`src/rtl/mac_pkg.sv`:
```
// Shared types and default sizes for the multiply-and-accumulate block.
package mac_pkg;

   // Default operand and accumulator widths.
   localparam int DEF_IN_W  = 5;
   localparam int DEF_ACC_W = 16;

   // Control sequence: sample operands, iterate shift-add, fold into accumulator.
   typedef enum logic [1:0] {
      FETCH = 2'd0,
      MULT  = 2'd1,
      ACC   = 2'd2
   } mac_state_t;

endpackage

```
`src/rtl/mac_shift_add_mul.sv`:
```
// Iterative unsigned shift-add multiplier: one partial product per step.
// load captures the operands and arms the counter; step performs one
// iteration; done is high while the final iteration is being performed.
module mac_shift_add_mul
   import mac_pkg::*;
#(
   parameter int IN_W = DEF_IN_W
) (
   input  logic              clk,
   input  logic              nreset,
   input  logic              load,
   input  logic              step,
   input  logic [IN_W-1:0]   multiplicand,
   input  logic [IN_W-1:0]   multiplier,
   output logic [2*IN_W-1:0] product,
   output logic              done
);

   localparam int CNT_W = $clog2(IN_W + 1);

   logic [2*IN_W-1:0] mcand_q;
   logic [IN_W-1:0]   mplier_q;
   logic [2*IN_W-1:0] prod_q;
   logic [CNT_W-1:0]  cnt_q;

   // Operand, product and iteration registers; load wins over step.
   always_ff @(posedge clk) begin
      if (!nreset) begin
         mcand_q  <= '0;
         mplier_q <= '0;
         prod_q   <= '0;
         cnt_q    <= '0;
      end else if (load) begin
         mcand_q  <= {{IN_W{1'b0}}, multiplicand};
         mplier_q <= multiplier;
         prod_q   <= '0;
         cnt_q    <= CNT_W'(IN_W);
      end else if (step) begin
         if (mplier_q[0])
            prod_q <= prod_q + mcand_q;
         mcand_q  <= mcand_q << 1;
         mplier_q <= mplier_q >> 1;
         cnt_q    <= cnt_q - CNT_W'(1);
      end
   end

   // The step taken while the counter reads 1 is the last one.
   assign done    = (cnt_q == CNT_W'(1));
   assign product = prod_q;

endmodule

```
`src/rtl/mul_and_acc.sv`:
```
// Multiply-and-accumulate: FETCH -> MULT (IN_W cycles) -> ACC -> FETCH.
// Each operation takes IN_W+2 cycles; the result register updates on the
// ACC cycle's edge. Define MAC_SATURATE_EN to clamp the accumulator at its
// maximum value instead of wrapping.
module mul_and_acc
   import mac_pkg::*;
#(
   parameter int IN_W  = DEF_IN_W,
   parameter int ACC_W = DEF_ACC_W
) (
   input  logic             mac_clk_i,
   input  logic             mac_nreset_i,
   input  logic [IN_W-1:0]  mac_multiplicand_i,
   input  logic [IN_W-1:0]  mac_multiplier_i,
   output logic [ACC_W-1:0] mac_result_o,
   output logic             updating_acc_result_o,
   output logic             fetching_input_o
);

   mac_state_t        state_q, state_d;
   logic              load, step, done;
   logic [2*IN_W-1:0] product;
   logic [ACC_W-1:0]  acc_q, acc_next;

   mac_shift_add_mul #(.IN_W(IN_W)) u_mul (
      .clk          (mac_clk_i),
      .nreset       (mac_nreset_i),
      .load         (load),
      .step         (step),
      .multiplicand (mac_multiplicand_i),
      .multiplier   (mac_multiplier_i),
      .product      (product),
      .done         (done)
   );

   // State register.
   always_ff @(posedge mac_clk_i) begin
      if (!mac_nreset_i)
         state_q <= FETCH;
      else
         state_q <= state_d;
   end

   // Next state and strobes, decoded from the state register only.
   always_comb begin
      state_d               = state_q;
      load                  = 1'b0;
      step                  = 1'b0;
      fetching_input_o      = 1'b0;
      updating_acc_result_o = 1'b0;
      case (state_q)
         FETCH: begin
            fetching_input_o = 1'b1;
            load             = 1'b1;
            state_d          = MULT;
         end
         MULT: begin
            step = 1'b1;
            if (done)
               state_d = ACC;
         end
         ACC: begin
            updating_acc_result_o = 1'b1;
            state_d               = FETCH;
         end
         default: state_d = FETCH;
      endcase
   end

`ifdef MAC_SATURATE_EN
   // Widen the sum so overflow is visible, then clamp at all-ones.
   localparam int SUM_W = ((ACC_W > 2*IN_W) ? ACC_W : 2*IN_W) + 1;
   logic [SUM_W-1:0] sum;
   assign sum      = SUM_W'(acc_q) + SUM_W'(product);
   assign acc_next = (sum > SUM_W'({ACC_W{1'b1}})) ? {ACC_W{1'b1}} : sum[ACC_W-1:0];
`else
   // Plain modular accumulate.
   assign acc_next = acc_q + ACC_W'(product);
`endif

   // Accumulator: written only on the ACC cycle.
   always_ff @(posedge mac_clk_i) begin
      if (!mac_nreset_i)
         acc_q <= '0;
      else if (state_q == ACC)
         acc_q <= acc_next;
   end

   assign mac_result_o = acc_q;

endmodule

```
`config.mk`:
```
export PLATFORM = sky130hd
export DESIGN_NAME = mul_and_acc
export DESIGN_NICKNAME = d
export VERILOG_FILES = /design/src/rtl/mac_pkg.sv /design/src/rtl/mac_shift_add_mul.sv /design/src/rtl/mul_and_acc.sv
export SDC_FILE = /design/constraint.sdc
export NUM_CORES = 1
export LEC_CHECK = 0
export ABC_CLOCK_PERIOD_IN_PS = 2900
export CAP_MARGIN = 5
export CORE_UTILIZATION = 45
export DETAILED_ROUTE_END_ITERATION = 8
export PLACE_DENSITY = 0.66
export SKIP_LAST_GASP = 1
export SLEW_MARGIN = 25
export SYNTH_ARGS = -nofsm -noshare
export SYNTH_HDL_FRONTEND = slang
export SYNTH_SLANG_ARGS = --single-unit
export TNS_END_PERCENT = 1
```
`constraint.sdc`:
```
create_clock -name mac_clk_i -period 2.9 [get_ports mac_clk_i]
set_input_delay 0.725 -clock mac_clk_i [delete_from_list [all_inputs] [get_ports mac_clk_i]]
set_output_delay 0.725 -clock mac_clk_i [all_outputs]
set_load 0.02 [all_outputs]
```
==> impl_results.md, run 1 <==
* Initial Util at a little under half
* Clock slew at reported path FFs at around 0.080 ns
* Synth warnings at 0
* Number of routed nets with antenna violations at 0
* Top post-synthesis cells by area: dfxtp_1 32%, ha_1 9.3%, nand2_1 6.2%
* PnR worst setup slack at around 0.42 ns
* Final min period at about 2.5 ns
* Setup tns final at 0 ns
* Nets at just under 400
* Top cells by count, synth: 47 x nand2_1, 46 x dfxtp_1, 21 x ha_1
* Hpwl dp at around 4300 um
* Worst Hold Class: reg -> reg
* Async S/R FF share, synth at 0%
* DP Area at about 3200 sq um
* Setup WS pre-CTS at between 0.5 and 0.6 ns
* Largest net degree at the start of global routing at between 40 and 50
* Chip height at 81.4 um
* Hold Path Origin: mac_result_o[15]
* PD cells at roughly 370 nW/um^2
* Post-synth top flop: dfxtp_1
* Worst path top cell family by delay: buffers and inverters
* Bufs on Longest Clock Path at 2
* Residual DRC count at 0
* Post_cts resized at 0
* H-tree depth at 2
* Crit Path Category: reg -> out
* Synth Instances at roughly 320
* First-pass GRT wire length at around 9500 um
* Reg-to-Reg Start: mac_result_o[0]
* Clock sink count at between 40 and 50
* Post-synth EDFFs at 0
* Worst slew margin at ~64%
* Switching portion of total power at 25.9%
* CORE AREA at roughly 6000 sq um
* DRT Pass-1 Iters at 4
* Critical path arrival at 1.76 ns
* Critical-path maximum fanout at 12
* Worst-case hold path end point: mac_result_o[15]
* Endpoint class of the critical path: output pin
* Worst setup SP type: flop
* DR vias/cell at 5.61
* Die W at just over 80 um
* Status: finished clean
* Cell area after layout at about 3200 sq um
* End of the worst register-to-register path: mac_result_o[10]
* Vias in the first global route at 2,136
* Comb power frac at a little under an eighth
* Num CTS Buffers at 5
* Flop-to-flop setup slack at a little under 0.7 ns
* GRT Total Usage at about a fifth
* Most common cell in the synthesized netlist: nand2_1
* Cell Area, Synth at roughly 2800 sq um
* Tcrit/Tclk final at around 86%
* Peak VDD IR at 223 uV
* Avg WL per Cell at approximately 14 um
* Placer Congestion at between 0.8 and 0.9
* Depth of the worst hold-timing path at 2
* Clock skew at 0.00478 ns
* Worst slew pin tran at about 0.53 ns
* Final Total Pwr at around 1.2 mW
* Register area at approximately 900 sq um
* Full die area at 6630 sq um
* RSZ-0062 raised after global routing: no
* I/O pins at 30
* Pleak at approximately 1.5 nW
* Final wirelength at 5840 um
* TritonCTS clock tree: built
* Multi-input gate area at 1800 sq um
* Mapped Avg Cell Area at 8.78 sq um
* Highest attainable clock frequency at 0.403 GHz
* Critical-path top delay cell: clkdlybuf4s50_1
* Fraction of layout cells with a size suffix above 1 at approximately 5.7%
* DRT iter0 DRCs at between 70 and 80
* Share of power burned in registers at 56.3%
* Root Driver: clkbuf_8
* Yosys top cell area share at 32.5%
* Post-synth top area cell: dfxtp_1
* Final Max Tran Viols at 0
* Clock Latency Late Sink at about 0.30 ns
* Std-Cell Rows at 28
* Diodes inserted at 0
* Clock power frac at about a third
* Crit path cell chain: nand2b_1 > inv_1 > clkdlybuf4s50_1
* Sequential fraction of the synthesis area at about a third
* Initial antenna violation count at 0
* Pint at between 0.8 and 0.9 mW
* Number of setup violations in the final report at 0
* Worst Path Buf+Inv at 2
* Synthesized Nets at 358
* Slowest stage delay, CP at between 0.6 and 0.7 ns
* Reg2Reg Depth at 7
* Number of fill cells in the layout at 560
* Port-buffer cells at 29
* Area Growth Syn to Fin at 14.3%
* P_sw at slightly above 0.3 mW
* Via count at between 2,000 and 2,500
* Synth cell types at 57
* Yosys reg bits at between 40 and 50
* Worst EP required at approximately 2.2 ns
* Hold buffers post-CTS at 0
* Maxcap violations at 0
* Final Hold Violating Endpoints at 0
* Post-CTS Setup Bufs at 0
* GR Overflow Total at 0
## worst max path at each step
stage | start | endpoint | depth (start not counted)
after floorplan | mac_result_o[0] | mac_result_o[10] | 7
after global placement | mac_nreset_i | mac_result_o[9] | 5
after detailed placement | mac_nreset_i | mac_result_o[9] | 5
after CTS | state_q[0] | updating_acc_result_o | 3
after global routing | state_q[0] | updating_acc_result_o | 3
final | state_q[0] | updating_acc_result_o | 3
## tightest hold or removal path: stages (launching register included)
cell and delay, ns:
dfxtp_1 0.33, nand2_1 0.05, mux2i_1 0.05
## through the flow
| stage | std cells | utilization, % | hold slack [ns] |
|---|---|---|---|
| after floorplan | 323 | - | 0.447 |
| after global placement | 418 | 52.8 | 0.454 |
| after detailed placement | 418 | 52.8 | 0.464 |
| after CTS | 425 | 54.1 | 0.475 |
| after global routing | 425 | 54.1 | 0.505 |
| final | 425 | 54.1 | 0.474 |
## power groups by stage
stage               sequential (mW)  clock [mW]  combinational (mW)
finish                        0.666       0.378               0.139
global route                  0.669       0.414               0.158
CTS                           0.666       0.392               0.141
detailed placement            0.681           0               0.141
global placement              0.681           0               0.136
floorplan                     0.678           0               0.103
## cells in the final DEF (no fill, tap or decap), types with 3 or more instances in the layout
master | netlist | routed
mux2i_1 | 14 | 14
nor2b_1 | 9 | 9
a21o_1 | 10 | 10
a21boi_0 | 3 | 3
nor3b_1 | 7 | 7
o21ai_0 | 13 | 13
a22oi_1 | 4 | 4
buf_4 | 1 | 4
nand2_1 | 47 | 47
ha_1 | 21 | 21
o211ai_1 | 4 | 4
o21a_1 | 4 | 4
a211o_1 | 3 | 3
a211oi_1 | 4 | 4
a31oi_1 | 4 | 4
nand2b_1 | 5 | 5
and3_1 | 4 | 4
o211a_1 | 12 | 12
nand3_1 | 10 | 10
inv_1 | 8 | 8
xor2_1 | 3 | 3
nor2_1 | 8 | 8
nor3_1 | 5 | 5
clkbuf_8 | 1 | 5
and2_1 | 8 | 8
dfxtp_1 | 46 | 46
a21oi_1 | 19 | 19
o31ai_1 | 3 | 3
clkdlybuf4s50_1 | 0 | 29
## flip-flops by register name, indices dropped and copies added (netlist names)
name,flops
state_q,2
u_mul.mplier_q,5
u_mul.mcand_q,10
u_mul.product,10
mac_result_o,16
u_mul.cnt_q,3
## area by class of cell
type | count | share of cell area, %
Sequential cell | 46 | 28.4
Inverter | 9 | 1.04
Clock buffer | 5 | 2.12
Tap cell | 75 | 2.89
Timing Repair Buffer | 33 | 9.88
Multi-Input combinational cell | 255 | 55.4
Clock inverter | 2 | 0.309
## logic make-up (layout without fill, tap and decap cells)
kind of cell	after synthesis	in the layout	share of synthesized area, %
muxes	16	16	5.73
AOI/OAI and AO/OA	93	93	23.1
DFF	46	46	32.5
and+or+nand+nor	118	118	22.3
adders and majority gates	23	23	10.7
buffers and inverters	22	49	4.23
xor gates and xnor gates	5	5	1.54
## metal layers
metal / up-vias / part of all wire (%) / track usage [%]
li1: 1228 / - / -
met2: 62 / 44 / 30.5
met3: 11 / 5.0 / 3.48
met5: - / 0 / 0
met1: 1084 / 49 / 23.4
met4: 0 / 2.3 / 9.82
(Power assumes the default switching activity.)
==> run 2, diff against run 1 <==
CAP_MARGIN = default   (was 5)
==> results of run 2 <==
No change in the layout: final DEF, timing and power equal those of run 1.
